## config.mk

```make
export PLATFORM = sky130hd
export DESIGN_NAME = secret_gen_flat
export DESIGN_NICKNAME = d
export VERILOG_FILES = /design/src/rtl/mm_pkg.sv /design/src/rtl/secret_gen_if.sv /design/src/rtl/secret_gen.sv /design/src/flat_wrapper.sv
export SDC_FILE = /design/constraint.sdc
export NUM_CORES = 1
export LEC_CHECK = 0
export ABC_AREA = 1
export ABC_CLOCK_PERIOD_IN_PS = 2700
export CAP_MARGIN = 20
export CORE_MARGIN = 5
export CORE_UTILIZATION = 47
export CTS_BUF_LIST = sky130_fd_sc_hd__clkbuf_16
export DETAILED_ROUTE_END_ITERATION = 12
export HOLD_SLACK_MARGIN = 0.08
export PLACE_DENSITY = 0.8
export SLEW_MARGIN = 20
export SYNTH_ARGS = -nofsm -noshare
export SYNTH_HDL_FRONTEND = slang
export SYNTH_SLANG_ARGS = --single-unit
```

## constraint.sdc

```tcl
create_clock -name clk -period 2.7 [get_ports clk]
set_input_delay 0.54 -clock clk [delete_from_list [all_inputs] [get_ports clk]]
set_output_delay 0.54 -clock clk [all_outputs]
set_load 0.01 [all_outputs]
```

## src/rtl/mm_pkg.sv

```systemverilog
// Shared Mastermind definitions used by the code generator, scorer and display.
// Holds the game geometry and the generator FSM state encoding.
package mm_pkg;

    localparam int PEGS    = 4;
    localparam int COLORS  = 6;
    localparam int COLOR_W = 3;

    typedef enum logic [1:0] {
        S_IDLE = 2'd0,
        S_REQ  = 2'd1,
        S_LOAD = 2'd2,
        S_SCAN = 2'd3
    } state_t;

endpackage

```

## src/rtl/secret_gen_if.sv

```systemverilog
// Handshake bundle of the secret-code generator: game-side request/result
// signals plus the advance/word pair exchanged with the neighbouring RNG stage.
interface secret_gen_if #(
    parameter int PEGS    = mm_pkg::PEGS,
    parameter int COLOR_W = mm_pkg::COLOR_W
);
    logic                      start;
    logic                      unique_mode;
    logic                      rng_en;
    logic [31:0]               rng_res;
    logic [PEGS*COLOR_W-1:0]   code;
    logic                      valid;
    logic                      busy;

    modport master (
        output start, unique_mode, rng_res,
        input  rng_en, code, valid, busy
    );

    modport slave (
        input  start, unique_mode, rng_res,
        output rng_en, code, valid, busy
    );
endinterface

```

## src/rtl/secret_gen.sv

```systemverilog
// Builds a Mastermind secret code by scanning 3-bit fields of RNG words,
// rejecting out-of-range (and, in unique mode, repeated) colours.
module secret_gen #(
    parameter int PEGS    = mm_pkg::PEGS,
    parameter int COLORS  = mm_pkg::COLORS,
    parameter int COLOR_W = mm_pkg::COLOR_W
) (
    input  logic            clk,
    input  logic            rst,
    secret_gen_if.slave     bus
);
    import mm_pkg::*;

    localparam int FIELDS = 10;
    localparam int CNT_W  = $clog2(PEGS + 1);

    localparam logic [1:0] IDLE = S_IDLE;
    localparam logic [1:0] REQ  = S_REQ;
    localparam logic [1:0] LOAD = S_LOAD;
    localparam logic [1:0] SCAN = S_SCAN;

    // Unique mode needs at least PEGS distinct colours or it would never finish.
    generate
        if (PEGS > COLORS) begin : g_bad_cfg
            $error("secret_gen: PEGS must not exceed COLORS");
        end
    endgenerate

    logic [1:0]              state_reg;
    logic                    uniq_reg;
    logic [CNT_W-1:0]        cnt_reg;
    logic [7:0]              used_reg;
    logic [31:0]             word_reg;
    logic [3:0]              fidx_reg;
    logic [PEGS*COLOR_W-1:0] code_reg;
    logic                    valid_reg;

    logic [2:0] fields [FIELDS];
    logic [2:0] field;
    logic       accept;
    logic       last_peg;
    logic       unused_top;

    genvar gi;
    generate
        for (gi = 0; gi < FIELDS; gi++) begin : g_field
            assign fields[gi] = word_reg[3*gi +: 3];
        end
    endgenerate

    // Bits 31:30 of the RNG word never form a full field.
    assign unused_top = ^word_reg[31:30];

    assign field    = fields[fidx_reg];
    assign accept   = (int'(field) < COLORS) && !(uniq_reg && used_reg[field]);
    assign last_peg = (cnt_reg == CNT_W'(PEGS - 1));

    always_ff @(posedge clk or posedge rst) begin
        if (rst) begin
            state_reg <= IDLE;
            uniq_reg  <= 1'b0;
            cnt_reg   <= '0;
            used_reg  <= '0;
            word_reg  <= '0;
            fidx_reg  <= '0;
            code_reg  <= '0;
            valid_reg <= 1'b0;
        end else begin
            case (state_reg)
                IDLE: begin
                    if (bus.start) begin
                        uniq_reg  <= bus.unique_mode;
                        cnt_reg   <= '0;
                        used_reg  <= '0;
                        valid_reg <= 1'b0;
                        state_reg <= REQ;
                    end
                end
                REQ: begin
                    state_reg <= LOAD;
                end
                LOAD: begin
                    word_reg  <= bus.rng_res;
                    fidx_reg  <= '0;
                    state_reg <= SCAN;
                end
                SCAN: begin
                    if (accept) begin
                        for (int i = 0; i < PEGS; i++) begin
                            if (cnt_reg == CNT_W'(i)) begin
                                code_reg[i*COLOR_W +: COLOR_W] <= COLOR_W'(field);
                            end
                        end
                        used_reg[field] <= 1'b1;
                        cnt_reg         <= cnt_reg + CNT_W'(1);
                    end
                    // Partial codes survive a word refill; only the word is replaced.
                    if (accept && last_peg) begin
                        valid_reg <= 1'b1;
                        state_reg <= IDLE;
                    end else if (fidx_reg == 4'(FIELDS - 1)) begin
                        state_reg <= REQ;
                    end else begin
                        fidx_reg <= fidx_reg + 4'd1;
                    end
                end
                default: begin
                    state_reg <= IDLE;
                end
            endcase
        end
    end

    assign bus.rng_en = (state_reg == REQ);
    assign bus.busy   = (state_reg != IDLE);
    assign bus.code   = code_reg;
    assign bus.valid  = valid_reg;

endmodule

```

## src/flat_wrapper.sv

```systemverilog
// flat-port wrapper written by rule: the top's interface ports become plain ports
module secret_gen_flat import mm_pkg::*;
#(
    parameter int PEGS    = mm_pkg::PEGS,
    parameter int COLORS  = mm_pkg::COLORS,
    parameter int COLOR_W = mm_pkg::COLOR_W
)
  (clk, rst, bus_start, bus_unique_mode, bus_rng_res, bus_rng_en, bus_code, bus_valid, bus_busy);
  secret_gen_if #(.PEGS(PEGS), .COLOR_W(COLOR_W)) bus_i ();
  input  logic clk;
  input  logic rst;
  input wire logic [$bits(bus_i.start)-1:0] bus_start;
  input wire logic [$bits(bus_i.unique_mode)-1:0] bus_unique_mode;
  input wire logic [$bits(bus_i.rng_res)-1:0] bus_rng_res;
  output wire logic [$bits(bus_i.rng_en)-1:0] bus_rng_en;
  output wire logic [$bits(bus_i.code)-1:0] bus_code;
  output wire logic [$bits(bus_i.valid)-1:0] bus_valid;
  output wire logic [$bits(bus_i.busy)-1:0] bus_busy;
  assign bus_i.start = bus_start;
  assign bus_i.unique_mode = bus_unique_mode;
  assign bus_i.rng_res = bus_rng_res;
  assign bus_rng_en = bus_i.rng_en;
  assign bus_code = bus_i.code;
  assign bus_valid = bus_i.valid;
  assign bus_busy = bus_i.busy;
  secret_gen #(.PEGS(PEGS), .COLORS(COLORS), .COLOR_W(COLOR_W)) u_core (.clk(clk), .rst(rst), .bus(bus_i));
endmodule
```

# --- Word-level counts from Yosys, hierarchy flattened ---
# Index checks and enable logic that the tools add are counted.
word_totals:
  input_bits: 36
  register_bits: 61
  word_cells: 74
  output_inout_bits: 15
classes:
  eq_ne: 13
  addsub: 2
  bitwise: 2
  n_reduce_logical: 19
  mux: 23
  magnitude_cmp: 4
op_table:
  columns: ["operator", "n"]
  rows:
  - ["3-bit AND reduction", 7]
  - ["8-bit two-way mux", 2]
  - ["8-bit one-hot mux with 2 select lines", 1]
  - ["3-bit binary-select mux with 4-bit select", 1]
  - ["3-bit two-way mux", 4]
  - ["4-bit two-way mux", 2]
  - ["8-bit bitwise OR", 1]
  - ["2-bit one-hot mux with 4 select lines", 1]
  - ["4-bit one-hot mux with 2 select lines", 1]
  - ["3-bit by 2-bit equality test with 1-bit output (second input constant)", 2]
  - ["2-bit two-way mux", 3]
  - ["2-bit inequality test (second input constant)", 3]
  - ["3-bit one-hot mux with 2 select lines", 1]
  - ["2-bit nonzero test", 3]
  - ["5-bit >= comparator (second input constant)", 1]
  - ["4-bit NOT with 5-bit output", 1]
  - ["4-bit by 1-bit adder with 4-bit output (second input constant)", 1]
  - ["2-bit equality test (second input constant)", 2]
  - ["4-bit equality test (second input constant)", 1]
  - ["1-bit logical AND", 4]
  - ["3-bit by 4-bit < comparator with 1-bit output (second input constant)", 1]
  - ["1-bit two-way mux", 4]
  - ["2-bit by 1-bit inequality test with 1-bit output (second input constant)", 2]
  - ["2-bit AND reduction", 2]
  - ["12 further kinds", 12]

# --- Longest topological paths before layout ---
logic_depth:
  word_depth: 12
  mapped_depth: 19
  mapped_depth_nobuf: 17

# --- Worst setup path after synthesis ---
# OpenSTA, ideal clock, no wires.
synth_path:
  path_kind: "reg-to-reg"
  start: "register u_core.fidx_reg[0]"
  end: "register u_core.used_reg[0]"
  required_time_ns: 2.577
  arrival_ns: 1.794
  synth_period_minus_slack_ns: 1.918
  path_buffers: 2
  path_slack_ns: 0.782
  stages_incl_launch_ff: 17
  path_cell_list: "dfrtp_1 -> buf_4 -> o211ai_1 -> nand3_1 -> nand3_1 -> nand2_2 -> nor2_1 -> nand2_1 -> nand2_1 -> inv_2 -> nand2_4 -> nand2_2 -> nand2_2 -> nand2_2 -> buf_6 -> nand2_2 -> o21ai_2"
synth_via:
  elab_chain_len: 11
  elab_cells_between_ends: 20
  cone_classes: "3 x order compare; 1 x eq/ne; 9 x mux; 2 x bitwise; 5 x reduce/logical"
synth_lines:
  columns: ["item", "line", "rtl"]
  rows:
  - ["start, declared", "secret_gen.sv:34", "logic [3:0] fidx_reg;"]
  - ["start signal, assigned", "secret_gen.sv:104", "fidx_reg <= fidx_reg + 4'd1;"]
  - ["4-bit NOT with 5-bit output (not written as such) *", "secret_gen.sv:54", "assign field = fields[fidx_reg];"]
  - ["3-bit binary-select mux with 4-bit select *", "secret_gen.sv:54", null]
  - ["3-bit two-way mux (not written as such) * (2 in a row)", "secret_gen.sv:54", null]
  - ["3-bit by 4-bit < comparator with 1-bit output (not written as such) (tied with other cells)", "secret_gen.sv:94", "used_reg[field] <= 1'b1;"]
  - ["1-bit logical AND (not written as such) / 1-bit two-way mux (equally long branches)", "secret_gen.sv:94, secret_gen.sv:55", null]
  - ["1-bit two-way mux (not written as such) / 1-bit logical AND (equally long branches)", "secret_gen.sv:94, secret_gen.sv:55", null]
  - ["1-bit demux with 3-bit select / 1-bit zero test (equally long branches)", null, null]
  - ["8-bit bitwise OR (no line) / 1-bit logical AND (equally long branches)", null, null]
  - ["8-bit two-way mux / 2-bit by 1-bit inequality test with 1-bit output (equally long branches)", null, null]
  - ["8-bit one-hot mux with 2 select lines / 3-bit AND reduction (equally long branches)", null, null]
  - ["end signal, assigned", "secret_gen.sv:63", "used_reg <= '0;"]
  - ["end signal, assigned", "secret_gen.sv:74", "used_reg <= '0;"]
  - ["end signal, assigned by index", "secret_gen.sv:94", null]
  - ["end, declared", "secret_gen.sv:32", "logic [7:0] used_reg;"]
# Mark *: on every way between the ends. The rest lies on a longest branch, timed or not. The select of a mux whose other input is x is not followed.
# A chain may end at the register's enable or synchronous reset.

# --- Worst setup path after layout ---
layout_path:
  start: "register u_core.fidx_reg[0]"
  end: "register u_core.fidx_reg[1]"
layout_via:
  elab_chain_len: 12
  elab_cells_between_ends: 19
  cone_classes: "1 x add/sub; 1 x order compare; 3 x eq/ne; 8 x mux; 1 x bitwise; 5 x reduce/logical"
layout_lines:
  columns: ["item", "line", "rtl"]
  rows:
  - ["4-bit NOT with 5-bit output (not written as such)", "secret_gen.sv:54", null]
  - ["3-bit binary-select mux with 4-bit select", "secret_gen.sv:54", null]
  - ["3-bit two-way mux (not written as such) (2 in a row)", "secret_gen.sv:54", null]
  - ["1-bit binary-select mux with 3-bit select", "secret_gen.sv:55", "assign accept = (int'(field) < COLORS) && !(uniq_reg && used_reg[field]);"]
  - ["1-bit two-way mux (not written as such)", "secret_gen.sv:55", null]
  - ["1-bit logical AND", "secret_gen.sv:55", null]
  - ["1-bit zero test", "secret_gen.sv:55", null]
  - ["1-bit logical AND", "secret_gen.sv:55", null]
  - ["1-bit logical AND", "secret_gen.sv:98", "if (accept && last_peg) begin"]
  - ["2-bit inequality test (no line)", null, null]
  - ["3-bit AND reduction (no line)", null, null]
# Several ways; a longest one is shown, not always the timed one. The select of a mux whose other input is x is not followed.

==> metrics <==
outcome complete, no violations; Root Driver clkbuf_16; Detail Route Antenna Nets 0; layout cell share with drive strength beyond 1 15.56%; CTS tree yes; Die Y 91.58 um; P per Cell Area 1156 nW/um^2; Critical Path RT 2.91 ns; site row count 29; RePlAce Congestion 0.8094; Via density 5.037; worst-skew pair later-pin latency 0.32 ns; Period minus WS final 2.348 ns; Leak 0.001895 uW; largest net degree at the start of global routing 35; Top delay family on crit path simple AND/OR/NAND/NOR gates; Hold Path Class reg -> reg; initial drt markers 118; setup ws final 0.3518 ns; hold path startpoint u_core.bus.code[5]$_DFFE_PP0P_; H-tree depth 3; r2r setup slk 0.35 ns; CP Capture Type flop; max incr delay on CP 0.49 ns; total number of vias 2589; sequential fraction of the synthesis area 47.20%; worst endpoint data arrival time 2.56 ns; clock buffer depth 2; gr usage total 17.20%; post-CTS setup buffer count 0; switching power total 1747 uW; Ports 51; number of flip-flops in the largest register 30; CP max-delay cell dfrtp_1; crit path kind reg -> reg; worst path buffer plus inverter count 2; R2R depth 13; combinational share of power 41.7%; Reg clk slew, reported paths 0.05 ns; DRT Pass-1 Iters 4; final instance area 4015 um^2; Int Power 2894 uW; CTS sink cnt 59; most frequent CP cell nand2_1; vias in the first global route 2633; # fillers 535; # setup viols final 0; die area 8387 um^2; HPWL after DPL 4778 um; Syn Std Cell Area 3128 um^2; WL final 6504 um; number of buffers created by CTS 9; Least-Margin Pin Slew 0.5100 ns; Final Hold Fails 0; WHS Path Cells 2; final worst path period share 86.97%; drt drc 0; Mapped Avg Cell Area 8.253 um^2; setup TNS 0 ns; sw frac 37.65%; max_cap viols 0; hold endpoint u_core.bus.code[5]$_DFFE_PP0P_; post-cts sizing count 0; Wirelength per Cell 12.65 um; r2r startpoint u_core.fidx_reg[0]$_DFFE_PP0P_; syn nets 427; Max transition margin 65.95%; antenna diode count 0; cts hold-fix bufs 0; first-pass GRT wire length 11550 um; post-place setup slack 0.3932 ns; Die Span X 91.58 um; Core Region 6422 um^2; RSZ-0062 raised after global routing no; Synth Warn # 0; CP cell instances buf_4 > o21ai_0 > nand2_1 > nand2_4 > inv_4 > nor2_2 > nor2_1 > nor2_2 > nand2_4 > nand3b_2 > nand3_1 > nand2_1 > nand2_1; initial antenna violation count 0; R2R Path End u_core.fidx_reg[1]$_DFFE_PP0P_; cells after synthesis 379; initial cell density of the core 48.70%; DP Area 3682 um^2; Layout Nets 480; Synth cell types 31; clock share of power 27.3%; Reg power frac 31.0%; worst vdd ir 0.0005572 V; Synth Register Bits 59; Pins Over Slew Limit 0; grt total ovfl 0; Area Growth Syn to Fin 28.36%; CP Launch Type flop; fmax 425.9 MHz; Max Fanout on Critical Path 11; clk_skew 0.005129 ns; I/O Buffers 48
layout by cell type, fill, tap and decap left out, drive strengths merged:
cell type / n
nand2: 118
nand3b: 3
o21ai: 57
nor2: 16
bufinv: 3
nand4: 5
mux2: 4
nor3: 1
inv: 51
dfrtp: 59
clkbuf: 9
ha: 12
xor2: 1
clkinv: 3
or2: 3
o211ai: 1
clkdlybuf4s50: 48
xnor2: 1
nand3: 31
buf: 9
o21bai: 1
a21oi: 1
worst min-delay path, cell delays in order (launching register included):
cell and delay [ns]:
dfrtp_1 0.34, nand2_1 0.05, o21ai_0 0.06
cell families (layout without fill, tap and decap cells):
kind of cell | after synthesis | after routing | synth area share (%)
AO/OA/AOI/OAI | 60 | 60 | 10.84
XOR/XNOR | 2 | 2 | 0.5601
adder cells (fa/ha/maj) | 12 | 12 | 4.800
buffers and inverters | 65 | 123 | 8.960
flip-flops | 59 | 59 | 47.20
multiplexers | 4 | 4 | 1.440
AND/OR/NAND/NOR | 177 | 177 | 26.20
synth_stat cells, drive strengths merged:
cell type / number / area, um^2
nand2: 118 / 490.5
o21bai: 1 / 7.510
o211ai: 1 / 7.510
nor2: 16 / 65.06
nor3: 1 / 10.01
buf: 8 / 63.80
nand3: 31 / 177.7
inv: 50 / 190.2
ha: 12 / 150.1
o21ai: 57 / 319.1
mux2: 4 / 45.04
nand4: 5 / 31.28
nand3b: 3 / 26.27
xor2: 1 / 8.760
a21oi: 1 / 5.000
clkbuf: 7 / 26.28
or2: 3 / 18.77
dfrtp: 59 / 1476
xnor2: 1 / 8.760
metrics by stage:
step / util [%] / std cells / power (uW) / hold slack [ns]
after CTS: 62.52 / 514 / 4683 / 0.4865
after global placement: 57.33 / 498 / 3304 / 0.4658
after global routing: 62.52 / 514 / 5034 / 0.5191
after detailed placement: 57.33 / 498 / 3389 / 0.4745
final: 62.52 / 514 / 4641 / 0.4817
after floorplan: - / 379 / 2848 / 0.4609
final cells by class:
type                    instances  area (um^2)  share of cell area, %
flip-flops and latches         59         1476                  36.77
multi-input cells             255         1371                  34.15
repair buffers                 57        548.0                  13.65
clock buffers                   9        225.2                  5.609
inverters                      50        190.2                  4.737
clock inverters                 7        107.6                  2.680
well taps                      77        96.34                  2.400
power groups by stage:
stage	clock network [uW]	registers, uW	logic (uW)
finish	1270	1440	1940
detailed placement	0	1450	1940
global placement	0	1430	1870
floorplan	0	1420	1430
global route	1320	1480	2230
CTS	1290	1440	1960
how the worst max path moves through the flow:
stage	startpoint	endpoint	slack, ns	depth (start not counted)
6_report	u_core.fidx_reg[0]$_DFFE_PP0P_	u_core.fidx_reg[1]$_DFFE_PP0P_	0.35	13
5_1_grt	u_core.fidx_reg[0]$_DFFE_PP0P_	u_core.fidx_reg[2]$_DFFE_PP0P_	0.11	13
4_1_cts	u_core.fidx_reg[0]$_DFFE_PP0P_	u_core.fidx_reg[2]$_DFFE_PP0P_	0.38	13
3_5_place_dp	u_core.fidx_reg[0]$_DFFE_PP0P_	u_core.fidx_reg[2]$_DFFE_PP0P_	0.39	13
3_3_place_gp	u_core.fidx_reg[0]$_DFFE_PP0P_	u_core.fidx_reg[1]$_DFFE_PP0P_	0.45	13
2_1_floorplan	rst	u_core.bus.code[0]$_DFFE_PP0P_	0.70	1
routing by layer:
layer	vias up	global-route usage (%)	part of all wire, %
li1	1316	-	-
met1	1198	21.22	44
met2	62	28.06	48
met3	13	4.132	6.2
met4	0	8.668	2.4
met5	-	0	0
(Power assumes the default switching activity.)
